**config.mk**
```make
export PLATFORM = sky130hd
export DESIGN_NAME = cpu_cluster_ctrl_flat
export DESIGN_NICKNAME = d
export VERILOG_FILES = /design/src/rtl/cpu_cluster_ctrl_if.sv /design/src/rtl/cpu_cluster_ctrl.sv /design/src/flat_wrapper.sv
export SDC_FILE = /design/constraint.sdc
export NUM_CORES = 1
export LEC_CHECK = 0
export BUFFER_PORTS_ARGS = -buffer_cell sky130_fd_sc_hd__buf_2
export CAP_MARGIN = 20
export CORE_MARGIN = 3
export CORE_UTILIZATION = 55
export CTS_CLUSTER_SIZE = 24
export DETAILED_ROUTE_END_ITERATION = 7
export PLACE_DENSITY_LB_ADDON = 0.1
export SYNTH_ARGS = -nofsm -noshare
export SYNTH_HDL_FRONTEND = slang
export SYNTH_SLANG_ARGS = --single-unit
```
**constraint.sdc**
```tcl
create_clock -name clk_i -period 2.3 [get_ports clk_i]
set_input_delay 0.23 -clock clk_i [delete_from_list [all_inputs] [get_ports clk_i]]
set_output_delay 0.23 -clock clk_i [all_outputs]
set_load 0.05 [all_outputs]
```
**src/rtl/cpu_cluster_ctrl_if.sv**
```systemverilog
// Register port of the hart-cluster controller.
//   req   : access strobe, sampled on the rising clock edge
//   we    : 1 = write, 0 = read
//   addr  : byte address, [7:4] hart index, [3:2] register select
//   wdata : write data
//   rdata : read data, valid while ready is high
//   ready : completion, high the cycle after the request
// master = fabric side, slave = controller side.
interface cpu_cluster_ctrl_if;
  logic        req;
  logic        we;
  logic [7:0]  addr;
  logic [63:0] wdata;
  logic [63:0] rdata;
  logic        ready;

  modport master (output req, we, addr, wdata, input rdata, ready);
  modport slave  (input req, we, addr, wdata, output rdata, ready);
endinterface

```
**src/rtl/cpu_cluster_ctrl.sv**
```systemverilog
// Hart-cluster controller: per-hart reset sequencing, boot address,
// synchronised and masked interrupt/debug delivery and software IPIs.
// Optional feature macro: CPU_CLUSTER_IPI_EN (IPI pending state, CTRL
// bits 2/3, STATUS bit 2). Without it hart_ipi_o is tied low.
//
// Ports (top):
//   clk_i, rst_ni       clock, async active-low reset
//   boot_addr_i         strapped default boot address
//   reg_if              register port (slave modport)
//   irq_i/time_irq_i/debug_req_i        async inputs, per hart
//   hart_rst_no/hart_boot_addr_o/hart_irq_o/hart_time_irq_o/
//   hart_ipi_o/hart_debug_req_o          per-hart outputs
//
// cpu_cluster_hart holds everything belonging to one hart.

module cpu_cluster_hart #(
  parameter int unsigned SYNC_STAGES = 2,
  parameter int unsigned RST_DLY     = 16,
  parameter bit          BOOT_HART   = 1'b0
) (
  input  logic        clk_i,
  input  logic        rst_ni,
  input  logic        arm_i,
  input  logic [63:0] boot_addr_i,
  input  logic        wr_baddr_i,
  input  logic        wr_ctrl_i,
  input  logic        wr_mask_i,
  input  logic [63:0] wdata_i,
  input  logic [1:0]  irq_i,
  input  logic        time_irq_i,
  input  logic        debug_req_i,
  output logic [63:0] eff_addr_o,
  output logic [2:0]  mask_o,
  output logic [6:0]  status_o,
  output logic        rst_no,
  output logic [63:0] boot_addr_o,
  output logic [1:0]  irq_o,
  output logic        time_irq_o,
  output logic        ipi_o,
  output logic        debug_req_o
);
  typedef enum logic [1:0] {ST_OFF = 2'd0, ST_BOOT = 2'd1, ST_RUN = 2'd2} state_e;

  localparam logic [7:0] DLY_M1 = 8'(RST_DLY - 1);

  state_e      state_q;
  logic [7:0]  cnt_q;
  logic        rst_q;
  logic [63:0] breg_q, bout_q;
  logic        written_q, bld_q;
  logic [2:0]  mask_q;
  logic [SYNC_STAGES-1:0][3:0] sync_q;
  logic [3:0]  synced;
  logic [1:0]  irq_q;
  logic        tim_q, dbg_q;
  logic        start, halt, run;

  assign start      = wr_ctrl_i & wdata_i[0];
  assign halt       = wr_ctrl_i & wdata_i[1];
  assign run        = (state_q == ST_RUN);
  assign eff_addr_o = written_q ? breg_q : boot_addr_i;
  assign mask_o     = mask_q;
  assign synced     = sync_q[SYNC_STAGES-1];

  // {debug, timer, irq1, irq0} travel through one shared chain
  always_ff @(posedge clk_i or negedge rst_ni) begin
    if (!rst_ni) sync_q <= '0;
    else         sync_q <= {sync_q[SYNC_STAGES-2:0], {debug_req_i, time_irq_i, irq_i}};
  end

  always_ff @(posedge clk_i or negedge rst_ni) begin
    if (!rst_ni) begin
      breg_q    <= '0;
      written_q <= 1'b0;
      mask_q    <= 3'b111;
    end else begin
      if (wr_baddr_i) begin
        breg_q    <= wdata_i;
        written_q <= 1'b1;
      end
      if (wr_mask_i) mask_q <= wdata_i[2:0];
    end
  end

  // rst_q tracks the next state so the release lands on the same edge
  // the FSM enters RUN; arm_i holds the counter on the first edge after
  // reset so the boot hart sees the same delay as a START write.
  always_ff @(posedge clk_i or negedge rst_ni) begin
    if (!rst_ni) begin
      state_q <= BOOT_HART ? ST_BOOT : ST_OFF;
      cnt_q   <= '0;
      rst_q   <= 1'b0;
      bout_q  <= '0;
      bld_q   <= 1'b0;
    end else begin
      case (state_q)
        ST_OFF: if (start) begin
          state_q <= ST_BOOT;
          cnt_q   <= '0;
          bout_q  <= eff_addr_o;
          bld_q   <= 1'b1;
        end
        ST_BOOT: begin
          if (halt && !start) state_q <= ST_OFF;
          else if (arm_i) begin
            if (cnt_q == DLY_M1) begin
              state_q <= ST_RUN;
              rst_q   <= 1'b1;
            end else begin
              cnt_q <= cnt_q + 8'd1;
            end
          end
        end
        ST_RUN: if (halt) begin
          rst_q <= 1'b0;
          cnt_q <= '0;
          if (start) begin
            state_q <= ST_BOOT;
            bout_q  <= eff_addr_o;
            bld_q   <= 1'b1;
          end else begin
            state_q <= ST_OFF;
          end
        end
        default: begin
          state_q <= ST_OFF;
          rst_q   <= 1'b0;
        end
      endcase
    end
  end

  // Gating uses the registered state, so a HALT clears these one edge later
  always_ff @(posedge clk_i or negedge rst_ni) begin
    if (!rst_ni) begin
      irq_q <= '0;
      tim_q <= 1'b0;
      dbg_q <= 1'b0;
    end else begin
      irq_q <= synced[1:0] & mask_q[1:0] & {2{run}};
      tim_q <= synced[2] & mask_q[2] & run;
      dbg_q <= synced[3] & run;
    end
  end

`ifdef CPU_CLUSTER_IPI_EN
  logic pend_q;
  // Clear wins over set; any HALT in RUN leaves RUN and drops the IPI
  always_ff @(posedge clk_i or negedge rst_ni) begin
    if (!rst_ni)                                        pend_q <= 1'b0;
    else if ((wr_ctrl_i && wdata_i[3]) || (run && halt)) pend_q <= 1'b0;
    else if (wr_ctrl_i && wdata_i[2] && run)            pend_q <= 1'b1;
  end
  assign ipi_o = pend_q;
`else
  assign ipi_o = 1'b0;
`endif

  // Before any BOOT entry the boot hart presents the strap directly
  assign boot_addr_o = (BOOT_HART && !bld_q) ? boot_addr_i : bout_q;
  assign rst_no      = rst_q;
  assign irq_o       = irq_q;
  assign time_irq_o  = tim_q;
  assign debug_req_o = dbg_q;
  assign status_o    = {synced, ipi_o, state_q};
endmodule

module cpu_cluster_ctrl #(
  parameter int unsigned NUM_HARTS   = 2,
  parameter int unsigned SYNC_STAGES = 2,
  parameter int unsigned RST_DLY     = 16
) (
  input  logic                          clk_i,
  input  logic                          rst_ni,
  input  logic [63:0]                   boot_addr_i,
  cpu_cluster_ctrl_if.slave             reg_if,
  input  logic [2*NUM_HARTS-1:0]        irq_i,
  input  logic [NUM_HARTS-1:0]          time_irq_i,
  input  logic [NUM_HARTS-1:0]          debug_req_i,
  output logic [NUM_HARTS-1:0]          hart_rst_no,
  output logic [NUM_HARTS-1:0][63:0]    hart_boot_addr_o,
  output logic [2*NUM_HARTS-1:0]        hart_irq_o,
  output logic [NUM_HARTS-1:0]          hart_time_irq_o,
  output logic [NUM_HARTS-1:0]          hart_ipi_o,
  output logic [NUM_HARTS-1:0]          hart_debug_req_o
);
  logic [3:0]  hidx;
  logic [1:0]  sel;
  logic        wr_en;
  logic        arm_q;
  logic        ready_q;
  logic [63:0] rdata_q, rd_mux;
  logic        unused_addr;

  logic [NUM_HARTS-1:0][63:0] eff_addr;
  logic [NUM_HARTS-1:0][2:0]  mask;
  logic [NUM_HARTS-1:0][6:0]  status;

  assign hidx        = reg_if.addr[7:4];
  assign sel         = reg_if.addr[3:2];
  assign wr_en       = reg_if.req & reg_if.we;
  assign unused_addr = ^reg_if.addr[1:0];

  always_ff @(posedge clk_i or negedge rst_ni) begin
    if (!rst_ni) arm_q <= 1'b0;
    else         arm_q <= 1'b1;
  end

  for (genvar h = 0; h < NUM_HARTS; h++) begin : g_hart
    // hidx only ever matches an existing hart, so out-of-range
    // accesses fall through with no strobe and a zero read
    logic hit;
    assign hit = wr_en && (hidx == 4'(h));

    cpu_cluster_hart #(
      .SYNC_STAGES(SYNC_STAGES),
      .RST_DLY    (RST_DLY),
      .BOOT_HART  (h == 0)
    ) u_hart (
      .clk_i      (clk_i),
      .rst_ni     (rst_ni),
      .arm_i      (arm_q),
      .boot_addr_i(boot_addr_i),
      .wr_baddr_i (hit && sel == 2'd0),
      .wr_ctrl_i  (hit && sel == 2'd1),
      .wr_mask_i  (hit && sel == 2'd2),
      .wdata_i    (reg_if.wdata),
      .irq_i      (irq_i[2*h+1:2*h]),
      .time_irq_i (time_irq_i[h]),
      .debug_req_i(debug_req_i[h]),
      .eff_addr_o (eff_addr[h]),
      .mask_o     (mask[h]),
      .status_o   (status[h]),
      .rst_no     (hart_rst_no[h]),
      .boot_addr_o(hart_boot_addr_o[h]),
      .irq_o      (hart_irq_o[2*h+1:2*h]),
      .time_irq_o (hart_time_irq_o[h]),
      .ipi_o      (hart_ipi_o[h]),
      .debug_req_o(hart_debug_req_o[h])
    );
  end

  always_comb begin
    rd_mux = '0;
    for (int h = 0; h < NUM_HARTS; h++) begin
      if (hidx == 4'(h)) begin
        case (sel)
          2'd0:    rd_mux = eff_addr[h];
          2'd2:    rd_mux = {61'b0, mask[h]};
          2'd3:    rd_mux = {57'b0, status[h]};
          default: rd_mux = '0;
        endcase
      end
    end
  end

  always_ff @(posedge clk_i or negedge rst_ni) begin
    if (!rst_ni) begin
      ready_q <= 1'b0;
      rdata_q <= '0;
    end else begin
      ready_q <= reg_if.req;
      rdata_q <= (reg_if.req && !reg_if.we) ? rd_mux : '0;
    end
  end

  assign reg_if.ready = ready_q;
  assign reg_if.rdata = rdata_q;
endmodule

```
**src/flat_wrapper.sv**
```systemverilog
// flat-port wrapper written by rule: the top's interface ports become plain ports
module cpu_cluster_ctrl_flat 
#(
  parameter int unsigned NUM_HARTS   = 2,
  parameter int unsigned SYNC_STAGES = 2,
  parameter int unsigned RST_DLY     = 16
)
  (clk_i, rst_ni, boot_addr_i, irq_i, time_irq_i, debug_req_i, hart_rst_no, hart_boot_addr_o, hart_irq_o, hart_time_irq_o, hart_ipi_o, hart_debug_req_o, reg_if_req, reg_if_we, reg_if_addr, reg_if_wdata, reg_if_rdata, reg_if_ready);
  cpu_cluster_ctrl_if reg_if_i ();
  input  logic clk_i;
  input  logic rst_ni;
  input  logic [63:0] boot_addr_i;
  input  logic [2*NUM_HARTS-1:0] irq_i;
  input  logic [NUM_HARTS-1:0] time_irq_i;
  input  logic [NUM_HARTS-1:0] debug_req_i;
  output logic [NUM_HARTS-1:0] hart_rst_no;
  output logic [NUM_HARTS-1:0][63:0] hart_boot_addr_o;
  output logic [2*NUM_HARTS-1:0] hart_irq_o;
  output logic [NUM_HARTS-1:0] hart_time_irq_o;
  output logic [NUM_HARTS-1:0] hart_ipi_o;
  output logic [NUM_HARTS-1:0] hart_debug_req_o;
  input wire logic [$bits(reg_if_i.req)-1:0] reg_if_req;
  input wire logic [$bits(reg_if_i.we)-1:0] reg_if_we;
  input wire logic [$bits(reg_if_i.addr)-1:0] reg_if_addr;
  input wire logic [$bits(reg_if_i.wdata)-1:0] reg_if_wdata;
  output wire logic [$bits(reg_if_i.rdata)-1:0] reg_if_rdata;
  output wire logic [$bits(reg_if_i.ready)-1:0] reg_if_ready;
  assign reg_if_i.req = reg_if_req;
  assign reg_if_i.we = reg_if_we;
  assign reg_if_i.addr = reg_if_addr;
  assign reg_if_i.wdata = reg_if_wdata;
  assign reg_if_rdata = reg_if_i.rdata;
  assign reg_if_ready = reg_if_i.ready;
  cpu_cluster_ctrl #(.NUM_HARTS(NUM_HARTS), .SYNC_STAGES(SYNC_STAGES), .RST_DLY(RST_DLY)) u_core (.clk_i(clk_i), .rst_ni(rst_ni), .boot_addr_i(boot_addr_i), .reg_if(reg_if_i), .irq_i(irq_i), .time_irq_i(time_irq_i), .debug_req_i(debug_req_i), .hart_rst_no(hart_rst_no), .hart_boot_addr_o(hart_boot_addr_o), .hart_irq_o(hart_irq_o), .hart_time_irq_o(hart_time_irq_o), .hart_ipi_o(hart_ipi_o), .hart_debug_req_o(hart_debug_req_o));
endmodule
```
==> results.cfg, run 1 <==
[layout]
mostFrequentLayoutCells = mux2_2, dfrtp_1, buf_2, dlygate4sd3_1, nor2_1
layout.area.seq_mm2 = 0.00945
final_cells = 2056
final_common_cell = mux2_2
area_growth_pct = 26.8
drive_gt1_share_pct = 55.2
multi_input_area_mm2 = 0.00692
finalInstanceArea_mm2 = 0.0213
nets = 1786
nFillCells = 2115

[floorplanning]
fp.dieW_um = 181
core_area_mm2 = 0.0299
die-area_mm2 = 0.0326
die_h_um = 181
start_util_pct = 56.1
rows = 63
ios = 353

[clocking]
clock_latency_ns = 0.52
h-tree-depth = 2
cts-root-buf = clkbuf_16
cts_resized = 0
cts_made_buffers = 40
cts_num_sinks = 377
cts_tree = done
path_clk_slew_ns = 0.06
cts_buffer_depth = 3

[route]
met3_length_mm = 2.59
top_layer_used = met5
detail_route.wirelength_mm = 45.7
viasPerCell = 5.76
antenna_left = 0
vias = 11800
wl_per_cell_um = 22.2
drt_first_pass_iters = 5
dr_wl_met2_mm = 22.6
wl_met1_mm = 19.5
first_iter_violations = 622
drc_errors = 0

[critical_path]
crit_required_ns = 2.07
critPathCaptureType = output pin
crit_family = flip-flops
worstPathArrival_ns = 1.96
max_stage_delay_ns = 0.61
worst_r2r_startpoint = u_core.g_hart[1].u_hart.state_q[1]
cp-startpoint = u_core.g_hart[0].u_hart.bld_q
cp_slowest_cell = dfrtp_4
critPathKind = flop to output pin
start_kind = flop
crit_chain = buf_4 -> mux2_2 -> buf_2
crit_buf_inv = 2
cp_max_fo = 13

[logic_synthesis]
ys_top_cells_by_area = dfrtp_1, mux2_2, a22oi_1
ys_types = 48
synth_top_family_by_area = multiplexers
ys_ff_latch = 377
synthArstFlopShare_pct = 100
synthXorXnorAreaFrac_pct = 0
yosys.area_share.simple_pct = 4.35
synth_compound_area_share_pct = 5.73
synth_top_area_share_pct = 55.2
ys_seq_area_share_pct = 56.3
synth_flop_cell = dfrtp_1
avgSynthCellArea_um2 = 13.8
synth_cells = 1217
synthAdderAreaFrac_pct = 0.149
synth_edf_count = 0
netlist_area_mm2 = 0.0168
synth_mux_area_share_pct = 30.8
synth_top_cell_by_area = dfrtp_1
yosys_warnings = 0

[sta]
finalSetupViolations = 0
layout_min_cycle_time_ns = 2.19
fin_setup_tns_ns = 0
max_freq_ghz = 0.456
whs_ns = 0.0974
slew_headroom_pct = 39.3
fin_crit_sh_pct = 95.3
slew_viol_final = 0
hold_viol = 0
finalClockSkew_ns = 0.0212
worstMarginPinSlew_ns = 0.905
rsz0062_at_grt = no

[grt]
grt_max_degree = 73
grt_pass1_wl_mm = 72.0
antenna_found_initial = 5
grt_usage_pct = 27.7
overflow = 0
grt_pass1_vias = 12700

[hold_path]
hold_path.class = primary input to flop
hold_start = boot_addr_i[2]

[power_and_ir_drop]
power_frac_comb_pct = 14.4
seq_power_share_pct = 45.7
p_sw_share_pct = 25.9
internal_power_uw = 11800
pwr-share-clk_pct = 40.0
p_per_area_mw_per_mm2 = 748
max-vdd-ir-drop_v = 0.000538
p_sw_uw = 4130
p_leak_uw = 0.0106

[placed_design]
place_inst = 1911
dp_hpwl_mm = 29.2
placed_cell_area_mm2 = 0.0192
gp_congestion = 0.817
port_buffers = 348

[run_status]
outcome = finished, final reports clean

[job]
maxCapViolations = 0
-- power groups by stage --
| stage | clock (uW) | combinational, uW | sequential (uW) |
|---|---|---|---|
| detailed placement | 0 | 2170 | 7380 |
| finish | 6360 | 2280 | 7270 |
| global route | 6750 | 2450 | 7310 |
| floorplan | 0 | 1380 | 7440 |
| CTS | 6470 | 2290 | 7260 |
| global placement | 0 | 2130 | 7370 |
-- stage by stage --
step	power, uW	util [%]	worst slack (ns)
floorplan	8820	-	0.392
global placement	9500	64.3	0.249
detailed placement	9550	64.3	0.228
CTS	16000	71.2	0.0636
global route	16500	71.2	0.0520
finish	15900	71.2	0.107
-- logic make-up after synthesis --
logic type                 after synthesis
AOI/OAI and AO/OA                      131
adders and majority gates                2
muxes                                  460
DFF                                    377
and+or+nand+nor                        148
buffers and inverters                   97
other                                    2
-- flip-flops by register name (all words and copies together) (netlist names) --
name	count
u_core.arm_q	1
u_core.g_hart.u_hart.bld_q	1
u_core.g_hart.u_hart.boot_addr_o	64
u_core.g_hart.u_hart.bout_q	64
u_core.g_hart.u_hart.breg_q	128
u_core.g_hart.u_hart.cnt_q	16
u_core.g_hart.u_hart.debug_req_o	2
u_core.g_hart.u_hart.irq_o	4
u_core.g_hart.u_hart.mask_o	6
u_core.g_hart.u_hart.rst_no	2
u_core.g_hart.u_hart.state_q	4
u_core.g_hart.u_hart.sync_q	8
u_core.g_hart.u_hart.synced	8
u_core.g_hart.u_hart.time_irq_o	2
u_core.g_hart.u_hart.written_q	2
u_core.reg_if.rdata	64
u_core.reg_if.ready	1
-- final timing paths --
path	endpoint	slack [ns]	cells after the start
setup / recovery	hart_boot_addr_o[5]	0.11	3
setup reg to reg	u_core.g_hart[1].u_hart.cnt_q[1]	0.30	4
hold / removal	u_core.g_hart[1].u_hart.boot_addr_o[2]	0.1	3
hold reg to reg	u_core.g_hart[0].u_hart.synced[0]	0.34	0
max in group asynchronous	u_core.g_hart[0].u_hart.bld_q	1.24	3
min in group asynchronous	u_core.g_hart[1].u_hart.cnt_q[4]	0.25	2
-- what timing repair did --
| item | CTS | global route |
|---|---|---|
| hold endpoints to repair | 178 | 0 |
| setup endpoints to repair | 44 | 0 |
| setup buffers | 1 | 0 |
| hold buffers | 72 | 0 |
-- worst min-delay path, delay by kind of cell --
kind	cells	cell delay [ns]
muxes	1	0.08
buffers and inverters	1	0.12
AOI/OAI and AO/OA	1	0.14
-- synthesized netlist by cell type (all sizes together) (2+ instances only) --
cell type,number
dfstp,7
a41oi,3
dfrtp,370
o22ai,2
a21oi,11
a2bb2oi,2
o311a,4
ha,2
a31oi,10
o21a,3
mux2,455
o21ai,11
nand2b,7
nor2,69
nor4,3
nor3,8
or4,2
and2,5
buf,39
nand2,14
conb,2
a22o,13
mux2i,5
or2,3
a22oi,64
nand3,8
and3,13
nor2b,6
nand4,5
clkbuf,49
inv,9
-- cell type report --
type | count | share of cell area (%)
Timing Repair Buffer | 464 | 14.4
Tap cell | 390 | 2.29
Multi-Input combinational cell | 744 | 32.5
Antenna cell | 2 | 0.0235
Clock buffer | 61 | 5.79
Inverter | 9 | 0.159
Sequential cell | 377 | 44.5
Clock inverter | 9 | 0.330
-- layer usage --
layer,vias to the layer above,track usage (%)
met5,-,0
met4,4,7.31
met1,6094,37.3
met2,386,46.5
met3,75,5.11
li1,5277,-
Power figures use the tool's default switching activity.
==> inputs of run 2 (changes only) <==
--- a/config.mk
+++ b/config.mk
@@ -8,9 +8,10 @@
 export BUFFER_PORTS_ARGS = -buffer_cell sky130_fd_sc_hd__buf_2
 export CAP_MARGIN = 20
 export CORE_MARGIN = 3
-export CORE_UTILIZATION = 55
+export CORE_UTILIZATION = 50
 export CTS_CLUSTER_SIZE = 24
 export DETAILED_ROUTE_END_ITERATION = 7
+export GPL_ROUTABILITY_DRIVEN = 0
 export PLACE_DENSITY_LB_ADDON = 0.1
 export SYNTH_ARGS = -nofsm -noshare
 export SYNTH_HDL_FRONTEND = slang
==> constraint.sdc (replaced) <==
create_clock -name clk_i -period 1.95 [get_ports clk_i]
set_input_delay 0.195 -clock clk_i [delete_from_list [all_inputs] [get_ports clk_i]]
set_output_delay 0.195 -clock clk_i [all_outputs]
set_load 0.05 [all_outputs]
==> run 2 against run 1 <==
- the run now ends with setup timing left
- die area up 9.7%
- sequential power up 17%
- critical path depth increased by 1
- total power grew 21%
- clock power grew 22%
- setup slack worse by 0.19 ns
- utilization down 3.7 points
- largest power group unchanged
==> results.cfg, run 2 (synthesis results as in run 1) <==
[layout]
layout.area.seq_mm2 = 0.00945
regMostFlops = u_core.g_hart.u_hart.breg_q
nets = 1815
multi_input_area_mm2 = 0.00694
area_growth_pct = 31.9
final_common_cell = mux2_2
drive_gt1_share_pct = 56.1
nFillCells = 2438
largest_reg_flops = 128
final_util_pct = 67.5
mostFrequentLayoutCells = mux2_2, dfrtp_1, buf_2, dlygate4sd3_1, nor2_1

[clocking]
clock_latency_ns = 0.54
path_clk_slew_ns = 0.06
cts_made_buffers = 41
cts-root-buf = clkbuf_16
h-tree-depth = 2
cts_num_sinks = 377
cts_buffer_depth = 3
cts_tree = done

[sta]
finalSetupViolations = 46
slew_headroom_pct = 63.4
whs_ns = 0.0293
rsz0062_at_grt = yes
finalClockSkew_ns = 0.0108
worstMarginPinSlew_ns = 0.549
max_freq_ghz = 0.493
fin_crit_sh_pct = 104
hold_viol = 0
slew_viol_final = 0
timing.final.ws_setup_ns = -0.0800
layout_min_cycle_time_ns = 2.03

[hold_path]
hold_path.class = primary input to flop

[critical_path]
worst_r2r_path_depth = 6
cp_slowest_cell = dfrtp_4
crit_chain = buf_4 -> clkbuf_16 -> mux2_2 -> buf_6
crit_buf_inv = 3
worst_r2r_startpoint = u_core.g_hart[0].u_hart.state_q[0]
rrSetupSlack_ns = 0.02
crit_required_ns = 1.75
cp-startpoint = u_core.g_hart[0].u_hart.bld_q
cp_max_fo = 7
cp.depth = 4
r2r_end = u_core.g_hart[0].u_hart.bout_q[39]
crit_family = flip-flops
critPathKind = flop to output pin
max_stage_delay_ns = 0.51
worstPathArrival_ns = 1.84
critPathCaptureType = output pin
setup.worst_path.end = hart_boot_addr_o[38]
start_kind = flop

[grt]
grt_usage_pct = 26.2
grt_pass1_wl_mm = 74.0
overflow = 0
grt_max_degree = 73
antenna_found_initial = 4
grt_pass1_vias = 12900

[floorplanning]
core_area_mm2 = 0.0328
die-area_mm2 = 0.0358
rows = 66
fp.dieW_um = 189
die_h_um = 189
ios = 353
start_util_pct = 51.2

[run_status]
violations = setup timing
outcome = finished with violations

[route]
wl_per_cell_um = 22.5
detail_route.wirelength_mm = 48.1
viasPerCell = 5.60
first_iter_violations = 683
antenna_left = 0
drc_errors = 0
drt_first_pass_iters = 5
vias = 12000

[placed_design]
port_buffers = 348
dp_hpwl_mm = 30.3

[power_and_ir_drop]
p_leak_uw = 0.0110
max-vdd-ir-drop_v = 0.000695
p_per_area_mw_per_mm2 = 867

[job]
maxCapViolations = 0
-- run 2: changes by cell type in the layout (fill, tap and decap cells not counted), sizes merged --
| cell | previous run | this run |
|---|---|---|
| buf | 392 | 417 |
| inv | 9 | 12 |
| clkbuf | 61 | 59 |
| bufinv | 1 | 3 |
| clkinv | 8 | 9 |
| diode | 2 | 3 |
-- run 2: metrics by stage --
stage / setup TNS, ns / power (uW) / area (um^2) / std cells / worst slack [ns]
floorplan: 0 / 10400 / 16800 / 1218 / 0.0418
detailed placement: -0.0547 / 11300 / 19400 / 1982 / -0.0394
finish: -2.46 / 19200 / 22100 / 2138 / -0.0800
CTS: -4.24 / 19300 / 21900 / 2126 / -0.128
global route: -4.61 / 19900 / 22100 / 2137 / -0.115
global placement: 0 / 11200 / 19400 / 1982 / 0.0147
-- run 2: worst min-delay path by stage --
stage | startpoint | end | depth (start not counted)
after global routing | reg_if_wdata[1] | u_core.g_hart[0].u_hart.breg_q[1] | 2
after global placement | rst_ni | u_core.g_hart[1].u_hart.cnt_q[4] | 1
final | reg_if_wdata[1] | u_core.g_hart[1].u_hart.breg_q[1] | 2
after floorplan | rst_ni | u_core.arm_q | 0
after detailed placement | rst_ni | u_core.g_hart[1].u_hart.cnt_q[4] | 1
after CTS | reg_if_wdata[1] | u_core.g_hart[1].u_hart.breg_q[1] | 2
-- run 2: power breakdown --
group / switching, uW / total (uW) / leakage (uW) / internal [uW]
Clock: 3160 / 7740 / 0.000667 / 4580
Sequential: 281 / 8520 / 0.00510 / 8240
Combinational: 1590 / 2920 / 0.00522 / 1320
Total: 5030 / 19200 / 0.0110 / 14100
-- run 2: metal layers --
metal  wire length, um  global-route usage (%)  part of all wire (%)
met5                29                       0                 0.060
met4              1140                    6.62                   2.4
met3              3280                    5.83                   6.8
met2             23000                    42.6                    48
met1             20700                    36.0                    43
-- run 2: final cells by class --
class	instances	share of cell area [%]
Clock buffer	56	5.26
Clock inverter	15	0.781
Antenna cell	3	0.0339
Sequential cell	377	42.7
Inverter	9	0.153
Timing Repair Buffer	492	17.1
Tap cell	442	2.50
Multi-Input combinational cell	744	31.4
-- run 2: what timing repair did --
item,4_1_cts,5_1_grt
setup buffers,0,4
setup endpoints to repair,65,90
hold endpoints to repair,360,0
resized for setup,132,7
hold buffers,72,0
pin swaps,0,1
cloned,1,5
